### src/rtl/triangle_raster_scheduler.sv
// triangle_raster_scheduler: walks the screen-clamped bbox of a triangle through an external fill unit
// and queues covered pixels for the framebuffer writer; TRI_RASTER_CULL_EN adds a zero-area cull cycle.
module triangle_raster_scheduler #(
    parameter int SCREEN_W     = 1280,
    parameter int SCREEN_H     = 720,
    parameter int FILL_LATENCY = 3,
    parameter int FIFO_DEPTH   = 8
) (
    input  logic                    clk,
    input  logic                    rst,
    input  logic                    tri_valid,
    output logic                    tri_ready,
    input  logic [2:0][1:0][15:0]   tri_in,
    output logic [2:0][1:0][15:0]   fill_triangle,
    output logic [11:0]             fill_hcount,
    output logic [11:0]             fill_vcount,
    input  logic                    fill_is_within,
    output logic                    pix_valid,
    input  logic                    pix_ready,
    output logic [11:0]             pix_x,
    output logic [11:0]             pix_y,
    output logic                    busy,
    output logic                    done
);
    localparam int AW = $clog2(FIFO_DEPTH);
    localparam logic signed [15:0] XM = 16'(SCREEN_W - 1);
    localparam logic signed [15:0] YM = 16'(SCREEN_H - 1);
    typedef enum logic [2:0] {IDLE, BBOX, AREA, SCAN, DRAIN} state_t;
    state_t state;
    logic signed [15:0] vx [3];
    logic signed [15:0] vy [3];
    logic signed [15:0] rx0, rx1, ry0, ry1;
    logic [11:0] cx0, cx1, cy0, cy1, x0, x1, y1, sx, sy, fx0, fx1, fy0, fy1;
    logic empty_c, iss_v, push, pop, credit, drain_ok, skip;
    logic [FILL_LATENCY-1:0] pv;
    logic [11:0] px [FILL_LATENCY];
    logic [11:0] py [FILL_LATENCY];
    logic [11:0] mx [FIFO_DEPTH];
    logic [11:0] my [FIFO_DEPTH];
    logic [AW-1:0] wp, rp;
    logic [AW:0] cnt, cnt_nxt;

    function automatic logic [23:0] step(input logic [11:0] x, y, xa, xb);
        return x == xb ? {xa, y + 12'd1} : {x + 12'd1, y};
    endfunction

    always_comb begin
        for (int k = 0; k < 3; k++) begin
            vx[k] = fill_triangle[k][0];
            vy[k] = fill_triangle[k][1];
        end
        rx0 = vx[0] < vx[1] ? vx[0] : vx[1];
        rx0 = vx[2] < rx0 ? vx[2] : rx0;
        rx1 = vx[0] > vx[1] ? vx[0] : vx[1];
        rx1 = vx[2] > rx1 ? vx[2] : rx1;
        ry0 = vy[0] < vy[1] ? vy[0] : vy[1];
        ry0 = vy[2] < ry0 ? vy[2] : ry0;
        ry1 = vy[0] > vy[1] ? vy[0] : vy[1];
        ry1 = vy[2] > ry1 ? vy[2] : ry1;
        empty_c = rx1 < 16'sd0 || rx0 > XM || ry1 < 16'sd0 || ry0 > YM;
        cx0 = rx0 < 16'sd0 ? 12'd0 : rx0[11:0];
        cx1 = rx1 > XM ? XM[11:0] : rx1[11:0];
        cy0 = ry0 < 16'sd0 ? 12'd0 : ry0[11:0];
        cy1 = ry1 > YM ? YM[11:0] : ry1[11:0];
        push = pv[FILL_LATENCY-1] & fill_is_within;
        pop = pix_valid & pix_ready;
        cnt_nxt = cnt + {{AW{1'b0}}, push} - {{AW{1'b0}}, pop};
        // credit counts every point still able to land in the FIFO, so it can never overflow
        credit = int'(cnt) + $countones({pv, iss_v}) < FIFO_DEPTH;
        drain_ok = !iss_v && pv[FILL_LATENCY-2:0] == '0 && cnt_nxt == '0;
    end

`ifdef TRI_RASTER_CULL_EN
    localparam state_t ST = AREA;
    logic signed [16:0] abx, aby, acx, acy;
    logic signed [34:0] area;
    logic empty_r;
    logic [11:0] y0;
    always_comb begin
        abx = 17'(vx[1]) - 17'(vx[0]);
        aby = 17'(vy[1]) - 17'(vy[0]);
        acx = 17'(vx[2]) - 17'(vx[0]);
        acy = 17'(vy[2]) - 17'(vy[0]);
        area = 35'(abx) * 35'(acy) - 35'(aby) * 35'(acx);
    end
    assign skip = empty_r || area == '0;
    assign {fx0, fx1, fy0, fy1} = {x0, x1, y0, y1};
`else
    localparam state_t ST = BBOX;
    assign skip = empty_c;
    assign {fx0, fx1, fy0, fy1} = {cx0, cx1, cy0, cy1};
`endif

    assign tri_ready = state == IDLE;
    assign busy = state != IDLE;
    assign pix_valid = cnt != '0;
    assign pix_x = mx[rp];
    assign pix_y = my[rp];

    always_ff @(posedge clk) begin
        px[0] <= fill_hcount;
        py[0] <= fill_vcount;
        for (int i = 1; i < FILL_LATENCY; i++) begin
            px[i] <= px[i-1];
            py[i] <= py[i-1];
        end
        if (push) begin
            mx[wp] <= px[FILL_LATENCY-1];
            my[wp] <= py[FILL_LATENCY-1];
        end
    end

    always_ff @(posedge clk) begin
        if (rst) begin
            state <= IDLE;
            fill_triangle <= '0;
            fill_hcount <= '0;
            fill_vcount <= '0;
            iss_v <= 1'b0;
            pv <= '0;
            done <= 1'b0;
            wp <= '0;
            rp <= '0;
            cnt <= '0;
        end else begin
            done <= 1'b0;
            iss_v <= 1'b0;
            pv <= {pv[FILL_LATENCY-2:0], iss_v};
            cnt <= cnt_nxt;
            if (push) wp <= wp + AW'(1);
            if (pop) rp <= rp + AW'(1);
            if (state == IDLE && tri_valid) begin
                fill_triangle <= tri_in;
                state <= BBOX;
            end
            if (state == BBOX) begin
                x0 <= cx0;
                x1 <= cx1;
                y1 <= cy1;
`ifdef TRI_RASTER_CULL_EN
                y0 <= cy0;
                empty_r <= empty_c;
                state <= AREA;
`endif
            end
            // first point is issued straight from the bbox, without waiting for credit
            if (state == ST) begin
                if (skip) state <= DRAIN;
                else begin
                    fill_hcount <= fx0;
                    fill_vcount <= fy0;
                    iss_v <= 1'b1;
                    {sx, sy} <= step(fx0, fy0, fx0, fx1);
                    state <= fx0 == fx1 && fy0 == fy1 ? DRAIN : SCAN;
                end
            end
            if (state == SCAN && credit) begin
                fill_hcount <= sx;
                fill_vcount <= sy;
                iss_v <= 1'b1;
                {sx, sy} <= step(sx, sy, x0, x1);
                if (sx == x1 && sy == y1) state <= DRAIN;
            end
            if (state == DRAIN && drain_ok) begin
                done <= 1'b1;
                state <= IDLE;
            end
        end
    end
endmodule
### config.mk
export PLATFORM = sky130hd
export DESIGN_NAME = triangle_raster_scheduler
export DESIGN_NICKNAME = d
export VERILOG_FILES = /design/src/rtl/triangle_raster_scheduler.sv
export SDC_FILE = /design/constraint.sdc
export NUM_CORES = 1
export LEC_CHECK = 0
export CAP_MARGIN = 15
export CORE_MARGIN = 2
export CORE_UTILIZATION = 50
export CTS_CLUSTER_SIZE = 10
export DETAILED_ROUTE_END_ITERATION = 10
export MAX_ROUTING_LAYER = met4
export PLACE_DENSITY = 0.72
export SYNTH_ARGS = -nofsm -noshare
export SYNTH_HDL_FRONTEND = slang
export SYNTH_SLANG_ARGS = --single-unit
### constraint.sdc
create_clock -name clk -period 17.5 [get_ports clk]
set_input_delay 1.75 -clock clk [delete_from_list [all_inputs] [get_ports clk]]
set_output_delay 1.75 -clock clk [all_outputs]
set_load 0.03 [all_outputs]
==> results.txt, run 1 <==
area of the mapped netlist = 23,200 sq um
grt total ovfl = 0
CTS Sinks = 465
gr usage total = 28.9%
Largest stage delay, worst path = 0.84 ns
Avg Synthesized Cell Area = 10.6 sq um
final non-filler cell total = 3,048
Synth area leader = edfxtp_1
Top Metal Used = met4
Synth Flop Type = edfxtp_1
Hold Path Class = reg -> reg
cell area after layout = 27,900 sq um
IO Count = 249
DRT iter0 DRCs = 1,383
arrival time at the worst endpoint = 9.74 ns
final worst-path cycle share = 54.4%
pre-CTS WS = 8.04 ns
routed via count = 18.1k
Setup Viol. Count Final = 0
dpl cell area = 26,300 sq um
full die area = 48,200 sq um
Clk pin slew, worst setup/hold paths = 0.06 ns
Slew @ Worst Pin = 0.996 ns
DRC viols = 0
register area share after synthesis = 51.0%
DR WL met3 = 5000 microns
global-route wire length before repair = 104,000 microns
Final WS setup = 7.97 ns
max cap viols = 0
Power Density = 212 nW/um^2
Hold Vio Cnt, Final = 0
Gate Count Post-Synth = 2,183
Final ANT Viol Nets = 0
H-tree Lvls = 2
max-slew violations = 0
DP Cell Count = 2,952
fin util = 61.2%
count leader, synth = nand2_1
EDFF count, synth = 252
clk_lat worst skew = 0.63 ns
nets@finish = 2,619
die height = 219 microns
FF+latch count, synth = 465
cell with the most instances on the worst path = mux2i_1
clk root buf = clkbuf_16
overall power = 5.90 mW
Area contributors post-synth = edfxtp_1, dfxtp_1, ha_1
initial antenna violation count = 1
Chip Width = 219 microns
vias per inst = 5.92
top-area cell type share of the netlist area = 32.6%
setup bufs post-CTS = 0
CP top delay family = simple AND/OR/NAND/NOR gates
IO Port Bufs = 248
CP max stage cell = a2111oi_1
Post-DP HPWL = 47,100 microns
Period minus WS final = 9.53 ns
Setup CP Type = reg -> reg
leakage power = 10.2 nW
CTS Buf Count = 53
Peak supply drop = 109 uV
largest net degree at the start of global routing = 93
TNS Setup = 0 ns
area grow syn2layout = 20.2%
synth unique cells = 89
fraction of layout cells with a size suffix above 1 = 9.40%
# hold bufs at CTS = 0
syn nets = 2,394
drt total wl = 66,900 microns
met1 wire length = 28,500 microns
total core area = 45,600 sq um
CTS max path bufs = 3
Site Rows = 78
post-CTS sizing = 0
FMAX = 105 MHz
status = finished, final reports clean
DR WL met2 = 30,800 microns
CP required = 17.71 ns
routability cong. = 0.997
synth cell count leaders = nand2_1, edfxtp_1, dfxtp_1
Buf+Inv Stages, Crit Path = 2
crit-path cells = inv_1 -> ha_1 -> nand4_1 -> nor4_1 -> o21a_1 -> or4_1 -> nand2_1 -> mux2i_1 -> ha_1 -> nand4_1 -> a21oi_1 -> a2111oi_1 -> nand4b_1 -> mux2i_1 -> nor3_4 -> mux2i_1 -> a21oi_1 -> a311oi_2 -> a21oi_2 -> buf_4 -> nor2_1
skew final = 0.0452 ns
Pre-antenna DRT Iters = 5
R2R setup slack = 7.97 ns
worst-path maximum fanout = 27
CP startpoint kind = flop
Crit. End Element = flop
Synth Warn # = 0
Avg WL per Cell = 21.9 microns
vias in the first global route = 17.9k
RSZ-0062 raised after global routing = no
effective utilization at floorplan = 50.9%
Relative slew margins = 33.3%
async set-reset flop share out of synthesis = 0%
CTS tree = built
WHS = 0.302 ns
[sequential cells by signal (all words and copies together), names as in the netlist, named ones only]
register	count
y1	12
iss_v	1
cnt	4
sy	12
done	1
wp	3
rp	3
fill_triangle	96
my	96
x0	12
sx	12
state	3
py	36
fill_hcount	12
pv	3
x1	12
mx	96
px	36
fill_vcount	12
[per-layer routing]
| layer | vias up | GRT usage [%] |
|---|---|---|
| met5 | - | - |
| met1 | 8624 | 37.2 |
| li1 | 8521 | - |
| met4 | 0 | 10.2 |
| met2 | 742 | 45.4 |
| met3 | 172 | 5.94 |
[power breakdown]
part	switching (mW)	internal (mW)	total (mW)
clock network	0.426	0.598	1.02
logic	2.04	1.25	3.29
registers	0.203	1.38	1.59
[path summary, 6_finish.rpt]
| check | start | end | cells past startpoint |
|---|---|---|---|
| setup reg to reg | fill_triangle[47]$_SDFFE_PP0P_ | sx[9]$_DFFE_PP_ | 21 |
| hold / removal | py[0][3]$_DFF_P_ | py[0][15]$_DFF_P_ | 0 |
| hold reg to reg | py[0][3]$_DFF_P_ | py[0][15]$_DFF_P_ | 0 |
| setup / recovery | fill_triangle[47]$_SDFFE_PP0P_ | sx[9]$_DFFE_PP_ | 21 |
[area by class of cell]
type | count | area, sq um
fillers | 3702 | 17700
flip-flops and latches | 465 | 11800
multi-input cells | 1519 | 10700
repair buffers | 280 | 2720
clock buffers | 90 | 1510
well taps | 600 | 751
inverters | 89 | 334
clock inverters | 4 | 88.8
diodes | 1 | 2.50
[logic make-up after synthesis]
kind of cell,after synthesis,synth area share [%]
multiplexers,145,9.06
AO/OA/AOI/OAI,454,13.0
flip-flops,465,51.0
AND/OR/NAND/NOR,750,15.3
XOR/XNOR,60,2.26
adder cells (fa/ha/maj),110,5.99
buffers and inverters,199,3.44
[layout by cell type, fill, tap and decap left out, types with 25 or more instances in the layout]
| master | instances |
|---|---|
| o211ai_1 | 26 |
| dfxtp_1 | 211 |
| o21ai_0 | 53 |
| nand3_1 | 44 |
| nor2_1 | 131 |
| mux2_2 | 39 |
| nor3_1 | 36 |
| mux2i_1 | 57 |
| clkbuf_1 | 34 |
| nand2_1 | 330 |
| clkdlybuf4s50_1 | 247 |
| xor2_1 | 39 |
| mux4_2 | 48 |
| nand4_1 | 34 |
| a21oi_1 | 180 |
| inv_1 | 89 |
| ha_1 | 108 |
| clkbuf_16 | 54 |
| buf_4 | 32 |
| edfxtp_1 | 252 |
| nor4_1 | 25 |
(Power assumes the default switching activity.)
==> run 2, diff against run 1 <==
--- a/config.mk
+++ b/config.mk
@@ -11,7 +11,7 @@
 export CTS_CLUSTER_SIZE = 10
 export DETAILED_ROUTE_END_ITERATION = 10
 export MAX_ROUTING_LAYER = met4
-export PLACE_DENSITY = 0.72
+export PLACE_DENSITY = 0.75
 export SYNTH_ARGS = -nofsm -noshare
 export SYNTH_HDL_FRONTEND = slang
 export SYNTH_SLANG_ARGS = --single-unit
==> constraint.sdc (replaced) <==
create_clock -name clk -period 8.4 [get_ports clk]
set_input_delay 0.84 -clock clk [delete_from_list [all_inputs] [get_ports clk]]
set_output_delay 0.84 -clock clk [all_outputs]
set_load 0.03 [all_outputs]
==> results.txt, run 2 (synthesized netlist as in run 1, its figures left out) <==
nets@finish = 2,670 (+1.9%)
FMAX = 129 MHz (+23%)
routed via count = 18.5k (+2.6%)
global-route wire length before repair = 108,000 microns (+3.3%)
Power Density = 448 nW/um^2 (+110%)
Hold Path Class = reg -> reg
Period minus WS final = 7.73 ns (-1.80 ns)
Post-DP HPWL = 49,200 microns (+4.5%)
max cap viols = 0 (unchanged)
most frequent cells in the layout = nand2_1, edfxtp_1, clkdlybuf4s50_1
largest net degree at the start of global routing = 97 (+4.3%)
max-slew violations = 0 (unchanged)
H-tree Lvls = 2 (unchanged)
final worst-path cycle share = 92.0% (+38 points)
die height = 219 microns (unchanged)
status = finished, final reports clean
CTS Buf Count = 54 (+1.9%)
worst-path maximum fanout = 31 (+15%)
commonest non-fill, non-tap cell in the layout = nand2_1
vias per inst = 5.98 (+0.87%)
cell area after layout = 28,300 sq um (+1.6%)
IO Count = 249 (unchanged)
IO Port Bufs = 248 (unchanged)
gr usage total = 30.0% (+1.1 points)
Chip Width = 219 microns (unchanged)
initial antenna violation count = 0 (-1)
Clk pin slew, worst setup/hold paths = 0.06 ns (about the same)
Setup Viol. Count Final = 0 (unchanged)
vias in the first global route = 18.5k (+3.4%)
Final ANT Viol Nets = 0 (unchanged)
RSZ-0062 raised after global routing = no
CP startpoint kind = flop
post-CTS sizing = 0 (unchanged)
CTS tree = built
clk root buf = clkbuf_16
leakage power = 10.4 nW (+2.7%)
Pre-antenna DRT Iters = 6 (+1)
hold path depth = 0 (unchanged)
clk_lat worst skew = 0.62 ns (about the same)
DRT iter0 DRCs = 1,432 (+3.5%)
total core area = 45,600 sq um (unchanged)
CP required = 8.91 ns (-8.80 ns)
Slew @ Worst Pin = 0.971 ns (-0.0251 ns)
TNS Setup = 0 ns (unchanged)
Relative slew margins = 35.1% (+1.8 points)
Peak supply drop = 301 uV (+180%)
Setup CP Type = reg -> reg
overall power = 12.7 mW (+120%)
Hold Vio Cnt, Final = 0 (unchanged)
grt total ovfl = 0 (unchanged)
Site Rows = 78 (unchanged)
DRC viols = 0 (unchanged)
Worst R2R Path Depth = 24 (+14%)
Largest regs = fill_triangle: 96 flops, mx: 96 flops, my: 96 flops
effective utilization at floorplan = 50.9% (unchanged)
area grow syn2layout = 22.1%
drt total wl = 69,600 microns (+4.1%)
skew final = 0.0335 ns (-0.0117 ns)
setup bufs post-CTS = 0 (unchanged)
fraction of layout cells with a size suffix above 1 = 11.3% (+1.9 points)
CTS Sinks = 465 (unchanged)
dpl cell area = 26,700 sq um (+1.6%)
routability cong. = 1.00 (+0.28%)
full die area = 48,200 sq um (unchanged)
CTS max path bufs = 3 (unchanged)
n_diodes = 0 (-1)
arrival time at the worst endpoint = 8.24 ns (-1.50 ns)
Crit. End Element = flop
# hold bufs at CTS = 0 (unchanged)
Avg WL per Cell = 22.5 microns (+2.3%)
-- run 2: report_power, final --
| group | total [mW] | internal [mW] | switching (mW) |
|---|---|---|---|
| clock | 2.16 | 1.24 | 0.916 |
| sequential | 3.25 | 2.88 | 0.364 |
| combinational | 7.30 | 2.83 | 4.46 |
-- run 2: worst paths after layout --
path	startpoint	to	slack, ns
setup / recovery	fill_triangle[47]$_SDFFE_PP0P_	state[0]$_SDFF_PP0_	0.67
hold / removal	px[0][7]$_DFF_P_	px[0][19]$_DFF_P_	0.32
setup reg to reg	fill_triangle[47]$_SDFFE_PP0P_	state[0]$_SDFF_PP0_	0.67
hold reg to reg	px[0][7]$_DFF_P_	px[0][19]$_DFF_P_	0.32
-- run 2: final cells by class --
type	instances	area, sq um
fill	3612	17200
sequential	465	11800
multi-input combinational	1519	10700
timing repair buffer	330	3150
clock buffer	91	1530
tap	600	751
inverter	89	334
clock inverter	6	83.8
-- run 2: routing by layer --
layer	track usage [%]	part of all wire, %	up-vias
li1	-	-	8632
met1	38.4	42	8926
met2	48.2	47	827
met3	5.12	7.2	142
met4	10.5	3.6	0
met5	-	0	-
-- run 2: metrics by stage --
stage	hold slack (ns)	util, %	setup slack (ns)	cells
after detailed placement	0.312	58.7	0.806	3003
after global placement	0.310	58.7	0.879	3003
final	0.319	62.2	0.674	3100
after CTS	0.322	62.2	0.768	3100
after floorplan	0.310	-	0.495	2183
after global routing	0.324	62.2	0.0937	3100
-- run 2: critical path, stage by stage (launching register included) --
cell and delay (ns):
dfxtp_1 0.46, inv_1 0.12, ha_1 0.31, nand4_1 0.18
nor4_1 0.45, o21a_1 0.51, nor4_4 0.13, buf_4 0.21
nor2_2 0.62, mux2i_1 0.33, ha_1 0.27, nand2_1 0.08
o21ai_0 0.10, a2111oi_0 0.54, a31o_2 0.62, nor2_1 0.11
or3_1 0.40, a21boi_1 0.22, nor2_1 0.18, nor4_1 0.47
o22ai_2 0.22, nor3_2 0.42, buf_12 0.20, nand3_1 0.15
o311a_1 0.33
